File: config.mk
export PLATFORM = sky130hd
export DESIGN_NAME = dh_exchange_ctrl_flat
export DESIGN_NICKNAME = d
export VERILOG_FILES = /design/src/rtl/dh_exchange_ctrl_if.sv /design/src/rtl/dh_exchange_ctrl.sv /design/src/flat_wrapper.sv
export SDC_FILE = /design/constraint.sdc
export NUM_CORES = 1
export LEC_CHECK = 0
export CORE_UTILIZATION = 35
export DETAILED_ROUTE_END_ITERATION = 12
export DONT_BUFFER_PORTS = 1
export PLACE_DENSITY_LB_ADDON = 0.2
export SYNTH_ARGS = -nofsm -noshare
export SYNTH_HDL_FRONTEND = slang
export SYNTH_SLANG_ARGS = --single-unit
File: constraint.sdc
create_clock -name clk -period 2.55 [get_ports clk]
set_clock_uncertainty 0.1 [all_clocks]
set_input_delay 0.3825 -clock clk [delete_from_list [all_inputs] [get_ports clk]]
set_output_delay 0.3825 -clock clk [all_outputs]
set_load 0.05 [all_outputs]
File: src/rtl/dh_exchange_ctrl_if.sv
// Host-side and modexp-engine-side signals of the Diffie-Hellman exchange controller.
// The controller connects through the slave modport; the host/engine side uses master.
interface dh_exchange_ctrl_if #(
    parameter int WIDTH = 32
);
    logic             st;
    logic [WIDTH-1:0] g;
    logic [WIDTH-1:0] p;
    logic [WIDTH-1:0] x;
    logic [WIDTH-1:0] y;
    logic             me_start;
    logic [WIDTH-1:0] me_base;
    logic [WIDTH-1:0] me_exp;
    logic [WIDTH-1:0] me_mod;
    logic             me_done;
    logic [WIDTH-1:0] me_result;
    logic [WIDTH-1:0] r1;
    logic [WIDTH-1:0] r2;
    logic [WIDTH-1:0] key;
    logic             busy;
    logic             done;
    logic             err;
    logic [1:0]       err_code;

    modport master (
        output st, g, p, x, y, me_done, me_result,
        input  me_start, me_base, me_exp, me_mod, r1, r2, key, busy, done, err, err_code
    );

    modport slave (
        input  st, g, p, x, y, me_done, me_result,
        output me_start, me_base, me_exp, me_mod, r1, r2, key, busy, done, err, err_code
    );
endinterface

File: src/rtl/dh_exchange_ctrl.sv
// Drives one shared modexp engine through R1=g^x, R2=g^y, K1=R2^x, K2=R1^y (all mod p),
// compares K1 with K2 and reports bad modulus, engine timeout or key mismatch.
module dh_exchange_ctrl #(
    parameter int WIDTH       = 32,
    parameter int TIMEOUT_CYC = 1024
) (
    input  logic               clk,
    input  logic               rst,
    dh_exchange_ctrl_if.slave  bus
);
    typedef enum logic [3:0] {
        S_IDLE    = 4'd0,
        S_CHK     = 4'd1,
        S_R1_REQ  = 4'd2,
        S_R1_WAIT = 4'd3,
        S_R2_REQ  = 4'd4,
        S_R2_WAIT = 4'd5,
        S_K1_REQ  = 4'd6,
        S_K1_WAIT = 4'd7,
        S_K2_REQ  = 4'd8,
        S_K2_WAIT = 4'd9,
        S_CMP     = 4'd10,
        S_FIN     = 4'd11
    } state_t;

    localparam logic [15:0]      TO_LAST = 16'(TIMEOUT_CYC - 1);
    localparam logic [WIDTH-1:0] P_MIN   = WIDTH'(2);

    state_t           r_state;
    logic [WIDTH-1:0] r_g;
    logic [WIDTH-1:0] r_p;
    logic [WIDTH-1:0] r_x;
    logic [WIDTH-1:0] r_y;
    logic             r_me_start;
    logic [WIDTH-1:0] r_me_base;
    logic [WIDTH-1:0] r_me_exp;
    logic [WIDTH-1:0] r_r1;
    logic [WIDTH-1:0] r_r2;
    logic [WIDTH-1:0] r_key;
    logic [WIDTH-1:0] r_k2;
    logic             r_busy;
    logic             r_done;
    logic             r_err;
    logic [1:0]       r_err_code;
    logic [15:0]      r_cnt;
    logic             w_timeout;

    assign w_timeout = (r_cnt == TO_LAST);

    // Sequencer: every output is a register; me_start is high exactly while in a *_REQ state.
    always_ff @(posedge clk) begin
        if (rst) begin
            r_state    <= S_IDLE;
            r_g        <= '0;
            r_p        <= '0;
            r_x        <= '0;
            r_y        <= '0;
            r_me_start <= 1'b0;
            r_me_base  <= '0;
            r_me_exp   <= '0;
            r_r1       <= '0;
            r_r2       <= '0;
            r_key      <= '0;
            r_k2       <= '0;
            r_busy     <= 1'b0;
            r_done     <= 1'b0;
            r_err      <= 1'b0;
            r_err_code <= 2'd0;
            r_cnt      <= 16'd0;
        end else begin
            r_me_start <= 1'b0;
            r_done     <= 1'b0;
            case (r_state)
                S_IDLE: begin
                    if (bus.st) begin
                        r_g        <= bus.g;
                        r_p        <= bus.p;
                        r_x        <= bus.x;
                        r_y        <= bus.y;
                        r_r1       <= '0;
                        r_r2       <= '0;
                        r_key      <= '0;
                        r_err      <= 1'b0;
                        r_err_code <= 2'd0;
                        r_busy     <= 1'b1;
                        r_state    <= S_CHK;
                    end
                end
                S_CHK: begin
                    if (r_p < P_MIN) begin
                        r_err      <= 1'b1;
                        r_err_code <= 2'd1;
                        r_done     <= 1'b1;
                        r_state    <= S_FIN;
                    end else begin
                        r_me_start <= 1'b1;
                        r_me_base  <= r_g;
                        r_me_exp   <= r_x;
                        r_cnt      <= 16'd0;
                        r_state    <= S_R1_REQ;
                    end
                end
                S_R1_REQ: r_state <= S_R1_WAIT;
                S_R1_WAIT: begin
                    if (bus.me_done) begin
                        r_r1       <= bus.me_result;
                        r_me_start <= 1'b1;
                        r_me_base  <= r_g;
                        r_me_exp   <= r_y;
                        r_cnt      <= 16'd0;
                        r_state    <= S_R2_REQ;
                    end else if (w_timeout) begin
                        r_err      <= 1'b1;
                        r_err_code <= 2'd2;
                        r_done     <= 1'b1;
                        r_state    <= S_FIN;
                    end else begin
                        r_cnt <= r_cnt + 16'd1;
                    end
                end
                S_R2_REQ: r_state <= S_R2_WAIT;
                S_R2_WAIT: begin
                    // K1 uses R2 as its base, taken straight off the result bus.
                    if (bus.me_done) begin
                        r_r2       <= bus.me_result;
                        r_me_start <= 1'b1;
                        r_me_base  <= bus.me_result;
                        r_me_exp   <= r_x;
                        r_cnt      <= 16'd0;
                        r_state    <= S_K1_REQ;
                    end else if (w_timeout) begin
                        r_err      <= 1'b1;
                        r_err_code <= 2'd2;
                        r_done     <= 1'b1;
                        r_state    <= S_FIN;
                    end else begin
                        r_cnt <= r_cnt + 16'd1;
                    end
                end
                S_K1_REQ: r_state <= S_K1_WAIT;
                S_K1_WAIT: begin
                    if (bus.me_done) begin
                        r_key      <= bus.me_result;
                        r_me_start <= 1'b1;
                        r_me_base  <= r_r1;
                        r_me_exp   <= r_y;
                        r_cnt      <= 16'd0;
                        r_state    <= S_K2_REQ;
                    end else if (w_timeout) begin
                        r_err      <= 1'b1;
                        r_err_code <= 2'd2;
                        r_done     <= 1'b1;
                        r_state    <= S_FIN;
                    end else begin
                        r_cnt <= r_cnt + 16'd1;
                    end
                end
                S_K2_REQ: r_state <= S_K2_WAIT;
                S_K2_WAIT: begin
                    if (bus.me_done) begin
                        r_k2    <= bus.me_result;
                        r_state <= S_CMP;
                    end else if (w_timeout) begin
                        r_err      <= 1'b1;
                        r_err_code <= 2'd2;
                        r_done     <= 1'b1;
                        r_state    <= S_FIN;
                    end else begin
                        r_cnt <= r_cnt + 16'd1;
                    end
                end
                S_CMP: begin
                    if (r_key != r_k2) begin
                        r_err      <= 1'b1;
                        r_err_code <= 2'd3;
                    end
                    r_done  <= 1'b1;
                    r_state <= S_FIN;
                end
                S_FIN: begin
                    r_busy  <= 1'b0;
                    r_state <= S_IDLE;
                end
                default: begin
                    r_busy  <= 1'b0;
                    r_state <= S_IDLE;
                end
            endcase
        end
    end

    assign bus.me_start = r_me_start;
    assign bus.me_base  = r_me_base;
    assign bus.me_exp   = r_me_exp;
    assign bus.me_mod   = r_p;
    assign bus.r1       = r_r1;
    assign bus.r2       = r_r2;
    assign bus.key      = r_key;
    assign bus.busy     = r_busy;
    assign bus.done     = r_done;
    assign bus.err      = r_err;
    assign bus.err_code = r_err_code;
endmodule

File: src/flat_wrapper.sv
// flat-port wrapper written by rule: the top's interface ports become plain ports
module dh_exchange_ctrl_flat 
#(
    parameter int WIDTH       = 32,
    parameter int TIMEOUT_CYC = 1024
)
  (clk, rst, bus_st, bus_g, bus_p, bus_x, bus_y, bus_me_done, bus_me_result, bus_me_start, bus_me_base, bus_me_exp, bus_me_mod, bus_r1, bus_r2, bus_key, bus_busy, bus_done, bus_err, bus_err_code);
  dh_exchange_ctrl_if #(.WIDTH(WIDTH)) bus_i ();
  input  logic clk;
  input  logic rst;
  input wire logic [$bits(bus_i.st)-1:0] bus_st;
  input wire logic [$bits(bus_i.g)-1:0] bus_g;
  input wire logic [$bits(bus_i.p)-1:0] bus_p;
  input wire logic [$bits(bus_i.x)-1:0] bus_x;
  input wire logic [$bits(bus_i.y)-1:0] bus_y;
  input wire logic [$bits(bus_i.me_done)-1:0] bus_me_done;
  input wire logic [$bits(bus_i.me_result)-1:0] bus_me_result;
  output wire logic [$bits(bus_i.me_start)-1:0] bus_me_start;
  output wire logic [$bits(bus_i.me_base)-1:0] bus_me_base;
  output wire logic [$bits(bus_i.me_exp)-1:0] bus_me_exp;
  output wire logic [$bits(bus_i.me_mod)-1:0] bus_me_mod;
  output wire logic [$bits(bus_i.r1)-1:0] bus_r1;
  output wire logic [$bits(bus_i.r2)-1:0] bus_r2;
  output wire logic [$bits(bus_i.key)-1:0] bus_key;
  output wire logic [$bits(bus_i.busy)-1:0] bus_busy;
  output wire logic [$bits(bus_i.done)-1:0] bus_done;
  output wire logic [$bits(bus_i.err)-1:0] bus_err;
  output wire logic [$bits(bus_i.err_code)-1:0] bus_err_code;
  assign bus_i.st = bus_st;
  assign bus_i.g = bus_g;
  assign bus_i.p = bus_p;
  assign bus_i.x = bus_x;
  assign bus_i.y = bus_y;
  assign bus_i.me_done = bus_me_done;
  assign bus_i.me_result = bus_me_result;
  assign bus_me_start = bus_i.me_start;
  assign bus_me_base = bus_i.me_base;
  assign bus_me_exp = bus_i.me_exp;
  assign bus_me_mod = bus_i.me_mod;
  assign bus_r1 = bus_i.r1;
  assign bus_r2 = bus_i.r2;
  assign bus_key = bus_i.key;
  assign bus_busy = bus_i.busy;
  assign bus_done = bus_i.done;
  assign bus_err = bus_i.err;
  assign bus_err_code = bus_i.err_code;
  dh_exchange_ctrl #(.WIDTH(WIDTH), .TIMEOUT_CYC(TIMEOUT_CYC)) u_core (.clk(clk), .rst(rst), .bus(bus_i));
endmodule
Yosys cells after proc, flatten, opt, wreduce, memory -nomap -nowiden
Index checks and enable logic that the tools add are counted.

$add $sub $neg: 1. $lt $le $gt $ge: 1. Eq/ne operators: 23. Multiplexer cells: 47. Bitwise gates (word level): 1. Reduce and logical (&&, ||, !) cells: 22.

Operator list (count): two-way mux 32 bit (8); case mux 32 bit (2 select lines) (3); case mux 32 bit (4 select lines) (1); case mux 32 bit (3 select lines) (1); two-way mux 16 bit (4); case mux 16 bit (3 select lines) (1); case mux 4 bit (11 select lines) (1); < comparator 32 x 2 -> 1 bit, second input constant (1); != test 32 bit (1); two-way mux 4 bit (7); adder 16 x 1 -> 16 bit, second input constant (1); equality test 16 x 10 -> 1 bit, second input constant (1); equality test 4 x 3 -> 1 bit, second input constant (4); != test 2 bit, second input constant (7); equality test 4 bit, second input constant (3); AND reduction 3 bit (4); two-way mux 1 bit (11); two-way mux 2 bit (5); OR reduction 10 bit (1); equality test 4 x 2 -> 1 bit, second input constant (2); != test 2 x 1 -> 1 bit, second input constant (4); case mux 2 bit (4 select lines) (1); nonzero test 4 bit (2); AND reduction 2 bit (3); 14 further kinds (18).

Register bits: 346. Bits of input ports: 164. Output and inout port bits: 198.

Depth between registers and ports, before layout
Depth in word-level cells: 4. Depth in mapped cells: 9.

Worst setup path after synthesis
Ideal clock, no wire load.

Path kind: register to register. From: reg u_core.r_p[11] (netlist: u_core.bus.me_mod[11]). To: reg u_core.r_cnt[3]. Setup time: 0.064 ns. Arrival time: 2.144 ns. Data required time: 2.386 ns. Path slack: 0.242 ns. Cell stages (with the launch flop): 9. Buffers on the path: 3. Period minus slack after synthesis: 2.308 ns. Path through: dfxtp_1 -> nor4_1 -> nand4_1 -> o41a_1 -> clkbuf_1 -> or2_1 -> clkbuf_1 -> buf_2 -> nor2_1.

Longest elaborated chain between the ends: 3.

Ends and longest elaborated chain: from (decl) (line dh_exchange_ctrl.sv:31) `logic [WIDTH-1:0] r_p;`; from (signal assigned) (line dh_exchange_ctrl.sv:77) `r_p <= bus.p;`; < comparator 32 x 2 -> 1 bit (line dh_exchange_ctrl.sv:90) `if (r_p < P_MIN) begin`; != test 2 bit (no source line); AND reduction 3 bit (no source line); to (signal assigned) (line dh_exchange_ctrl.sv:118) `r_cnt <= r_cnt + 16'd1;`; to (signal assigned) (line dh_exchange_ctrl.sv:137) `r_cnt <= r_cnt + 16'd1;`; to (signal assigned) (line dh_exchange_ctrl.sv:155) `r_cnt <= r_cnt + 16'd1;`; to (decl) (line dh_exchange_ctrl.sv:45) `logic [15:0] r_cnt;`.

No other way between the ends. A chain may end at the register's enable or synchronous reset.

Worst setup path in the final report
From: reg u_core.r_state[1]. To: reg u_core.r_y[16].

Longest elaborated chain between the ends: 2.

Ends and longest elaborated chain: from (decl) (line dh_exchange_ctrl.sv:29) `state_t r_state;`; from (signal assigned) (line dh_exchange_ctrl.sv:53) `r_state <= S_IDLE;`; from (signal assigned) (line dh_exchange_ctrl.sv:86) `r_state <= S_CHK;`; from (signal assigned) (line dh_exchange_ctrl.sv:94) `r_state <= S_FIN;`; logical NOT 4 bit (line dh_exchange_ctrl.sv:73) `case (r_state)`; AND reduction 2 bit (no source line); to (signal assigned) (line dh_exchange_ctrl.sv:79) `r_y <= bus.y;`; to (decl) (line dh_exchange_ctrl.sv:33) `logic [WIDTH-1:0] r_y;`.

No other way between the ends.

==> flow_metrics.py <==
metrics = {
    "synthesis": {
        "ys_seq_elements": 346,
        "ys_async_sr_fraction_pct": 0,
        "ys_top_cells_by_area": "dfxtp_1 51%, nand2_1 14%, a21oi_1 9.8%",
        "synth_area_leader_cell": "dfxtp_1",
        "synth-edff-count": 0,
        "ys_seq_area_share_pct": 50.6,
        "synthCells": 1726,
        "synth_top_area_share_pct": 50.6,
        "yosys_warnings": 0,
        "avgSynthCellArea_sq_um": 7.94,
        "syn_nets": 1891,
        "netlist_area_sq_mm": 0.0137,
        "yosysUniqueCellTypes": 48,
        "ys.flop_type": "dfxtp_1",
    },
    "final_layout": {
        "num-nets-final": 2248,
        "postLayoutCoreUtil_pct": 50.9,
        "drive_gt1_share_pct": 9.29,
        "final_cell_mix": "505 x nand2_1, 344 x dfxtp_1, 341 x dlygate4sd3_1",
        "syn_to_final_growth_pct": 43.5,
        "multi_input_area_sq_mm": 0.00626,
        "final_common_cell": "nand2_1",
        "seqCellArea_sq_mm": 0.00693,
        "final_cells": 2632,
        "fillers": 3576,
    },
    "setup_path": {
        "cp-start-kind": "flip-flop",
        "cp.required_ns": 2.93,
        "reg2reg_depth": 7,
        "r2r-start": "u_core.r_state[1]$_SDFFE_PP0P_",
        "crit_path_end_kind": "flip-flop",
        "path_cells": "nor3_1 -> buf_4 -> nand2_4 -> clkbuf_16 -> nand2_1 -> a21oi_1 -> dlygate4sd3_1",
        "reg2reg_slack_ns": 0.04,
        "arrival_ns": 2.89,
        "r2r_end": "u_core.r_y[16]$_SDFFE_PP0P_",
        "max_stage_delay_ns": 0.63,
        "crit_fanout": 50,
        "startpoint": "u_core.r_state[1]$_SDFFE_PP0P_",
        "timing_worst_setup_path_type": "flip-flop to flip-flop",
        "worstSetupEndpoint": "u_core.r_y[16]$_SDFFE_PP0P_",
        "crit_path_top_delay_cell": "dlygate4sd3_1",
    },
    "floorplanning": {
        "coreArea_sq_mm": 0.0386,
        "dieArea_sq_mm": 0.0399,
        "start_util_pct": 35.5,
        "die_h_um": 200,
        "die_width_um": 200,
        "num_rows": 72,
        "io_pins": 362,
    },
    "clock_tree": {
        "cts-htree-levels": 2,
        "clock_latency_ns": 0.56,
        "cts-root-buf": "clkbuf_16",
        "clk_path_buf_depth": 3,
        "numCtsBuffers": 40,
        "clkSlewWorstSetupHoldPaths_ns": 0.06,
        "cts_tree": "done",
        "cts_sinks": 346,
    },
    "status": {
        "violations": "negative hold slack",
        "outcome": "complete, but fails checks",
    },
    "timing": {
        "finalSetupViolCount": 0,
        "fin_ws_ns": 0.0374,
        "tightest_slew_ns": 1.00,
        "max_freq_mhz": 398,
        "fin_crit_ns": 2.51,
        "fin_crit_sh_pct": 98.5,
        "rsz0062_at_grt": "true",
        "hold_violations": 19,
        "timing.slew.headroom_pct": 33.3,
        "holdWs_ns": -0.132,
        "slew_viol_final": 0,
    },
    "grt": {
        "grt_max_degree": 329,
        "grt_usage_pct": 24.7,
        "antenna_found_initial": 3,
        "overflow": 0,
        "grt_pass1_vias": 13400,
        "grt_pass1_wl_um": 75900,
    },
    "power_and_ir_drop": {
        "p_per_area_mw_per_mm2": 741,
        "power_leakage_nw": 7.59,
        "p_total_mw": 14.6,
        "max-vdd-ir-drop_mv": 0.527,
    },
    "drt": {
        "routed_wl_um": 52600,
        "viasPerCell": 5.24,
        "vias": 13800,
        "drc": 0,
        "initialDrtViolationCount": 880,
        "firstDrtPassIters": 7,
        "antenna_left": 0,
        "avgRoutedWirePerCell_um": 20.0,
    },
    "flow_run": {
        "cap_violations": 0,
    },
    "placement": {
        "portBuffers": 0,
        "dp.cells": 2213,
        "pre_cts_ws_ns": 0.134,
        "dp_hpwl_um": 30200,
        "gp_congestion": 0.834,
    },
    "worst_hold_path": {
        "min_path_type": "primary input to flip-flop",
    },
}
==> cells in the mapped netlist, types with 3 or more instances <==
cell type / number
a21oi_1: 267
a22oi_1: 34
a311oi_1: 33
buf_1: 10
buf_2: 5
clkbuf_1: 128
dfxtp_1: 346
inv_1: 7
mux2i_1: 32
nand2_1: 507
nand3_1: 108
nand4_1: 5
nor2_1: 87
nor2b_1: 3
nor3_1: 11
nor4_1: 19
o211ai_1: 33
o21ai_0: 7
or3_1: 3
xnor2_1: 17
xor2_1: 28
==> layer usage <==
metal | share of wire (%) | vias up | wire, um | track usage [%]
met5 | 0.019 | - | 10 | 0
met2 | 46 | 528 | 24300 | 39.7
li1 | - | 6607 | - | -
met4 | 3.7 | 2 | 1960 | 11.1
met3 | 9.2 | 123 | 4830 | 7.11
met1 | 41 | 6529 | 21600 | 30.7
==> kinds of logic (layout without fill, tap and decap cells) <==
kind of cell,Yosys count,in the layout,synth area share [%]
xor gates and xnor gates,45,45,2.88
DFF,346,346,50.6
and+or+nand+nor,762,762,23.1
AOI/OAI and AO/OA,390,390,16.9
other,0,4,0
muxes,32,32,2.34
buffers and inverters,150,534,4.16
adders and majority gates,1,1,0.0913
==> worst min-delay path by stage <==
stage               slack [ns]                             endpoint                         from  cells past startpoint
detailed placement        0.35          u_core.r_x[28]$_SDFFE_PP0P_  u_core.r_x[28]$_SDFFE_PP0P_                      2
global route             -0.16       u_core.bus.key[3]$_SDFFE_PP0P_                          rst                      1
global placement          0.34          u_core.r_x[28]$_SDFFE_PP0P_  u_core.r_x[28]$_SDFFE_PP0P_                      2
CTS                      -0.18       u_core.bus.key[3]$_SDFFE_PP0P_                          rst                      1
finish                   -0.13  u_core.bus.err_code[0]$_SDFFE_PP0P_                          rst                      1
floorplan                 0.34           u_core.r_g[0]$_SDFFE_PP0P_   u_core.r_g[0]$_SDFFE_PP0P_                      2
==> repair_timing <==
item                                    4_1_cts  5_1_grt
gates resized for setup                       0        6
endpoints found under the setup margin        0      166
setup buffers                                 0        2
endpoints found under the hold margin       329      125
hold buffers                                329       12
==> report_power, final <==
part | internal (mW) | leakage [nW] | switching, mW
registers | 5.74 | 2.81 | 0.693
logic | 1.05 | 4.15 | 1.49
clock network | 3.28 | 0.631 | 2.31
total | 10.1 | 7.59 | 4.49
==> registers in the layout (all words and copies together) (netlist names) <==
| name | count |
|---|---|
| u_core.r_k2 | 32 |
| u_core.bus.me_base | 32 |
| u_core.r_x | 32 |
| u_core.bus.r2 | 32 |
| u_core.bus.me_mod | 32 |
| u_core.bus.err_code | 2 |
| u_core.bus.r1 | 32 |
| u_core.bus.me_exp | 32 |
| u_core.bus.err | 1 |
| u_core.bus.done | 1 |
| u_core.r_g | 32 |
| u_core.r_y | 32 |
| u_core.bus.me_start | 1 |
| u_core.bus.key | 32 |
| u_core.r_cnt | 16 |
| u_core.r_state | 4 |
| u_core.bus.busy | 1 |
==> area by class of cell <==
cell class	instances	share of cell area [%]
flip-flops and latches	346	35.3
multi-input cells	1230	31.9
repair buffers	458	22.9
clock buffers	58	5.95
well taps	518	3.30
clock inverters	11	0.503
inverters	7	0.134
diodes	4	0.0509
==> critical path: cells and delay by family (launching register included) <==
kind,cells,cell delay (ns)
compound gates,1,0.19
flops,1,0.57
simple gates,3,0.39
buf+inv,3,1.14
==> stage by stage <==
| step | TNS [ns] | cell area (sq um) | hold slack (ns) |
|---|---|---|---|
| after floorplan | 0 | 13700 | 0.336 |
| after detailed placement | 0 | 14800 | 0.347 |
| after global routing | -0.0184 | 19700 | -0.160 |
| after CTS | 0 | 19400 | -0.181 |
| after global placement | 0 | 14800 | 0.345 |
| final | 0 | 19700 | -0.132 |
Power figures use the tool's default switching activity.
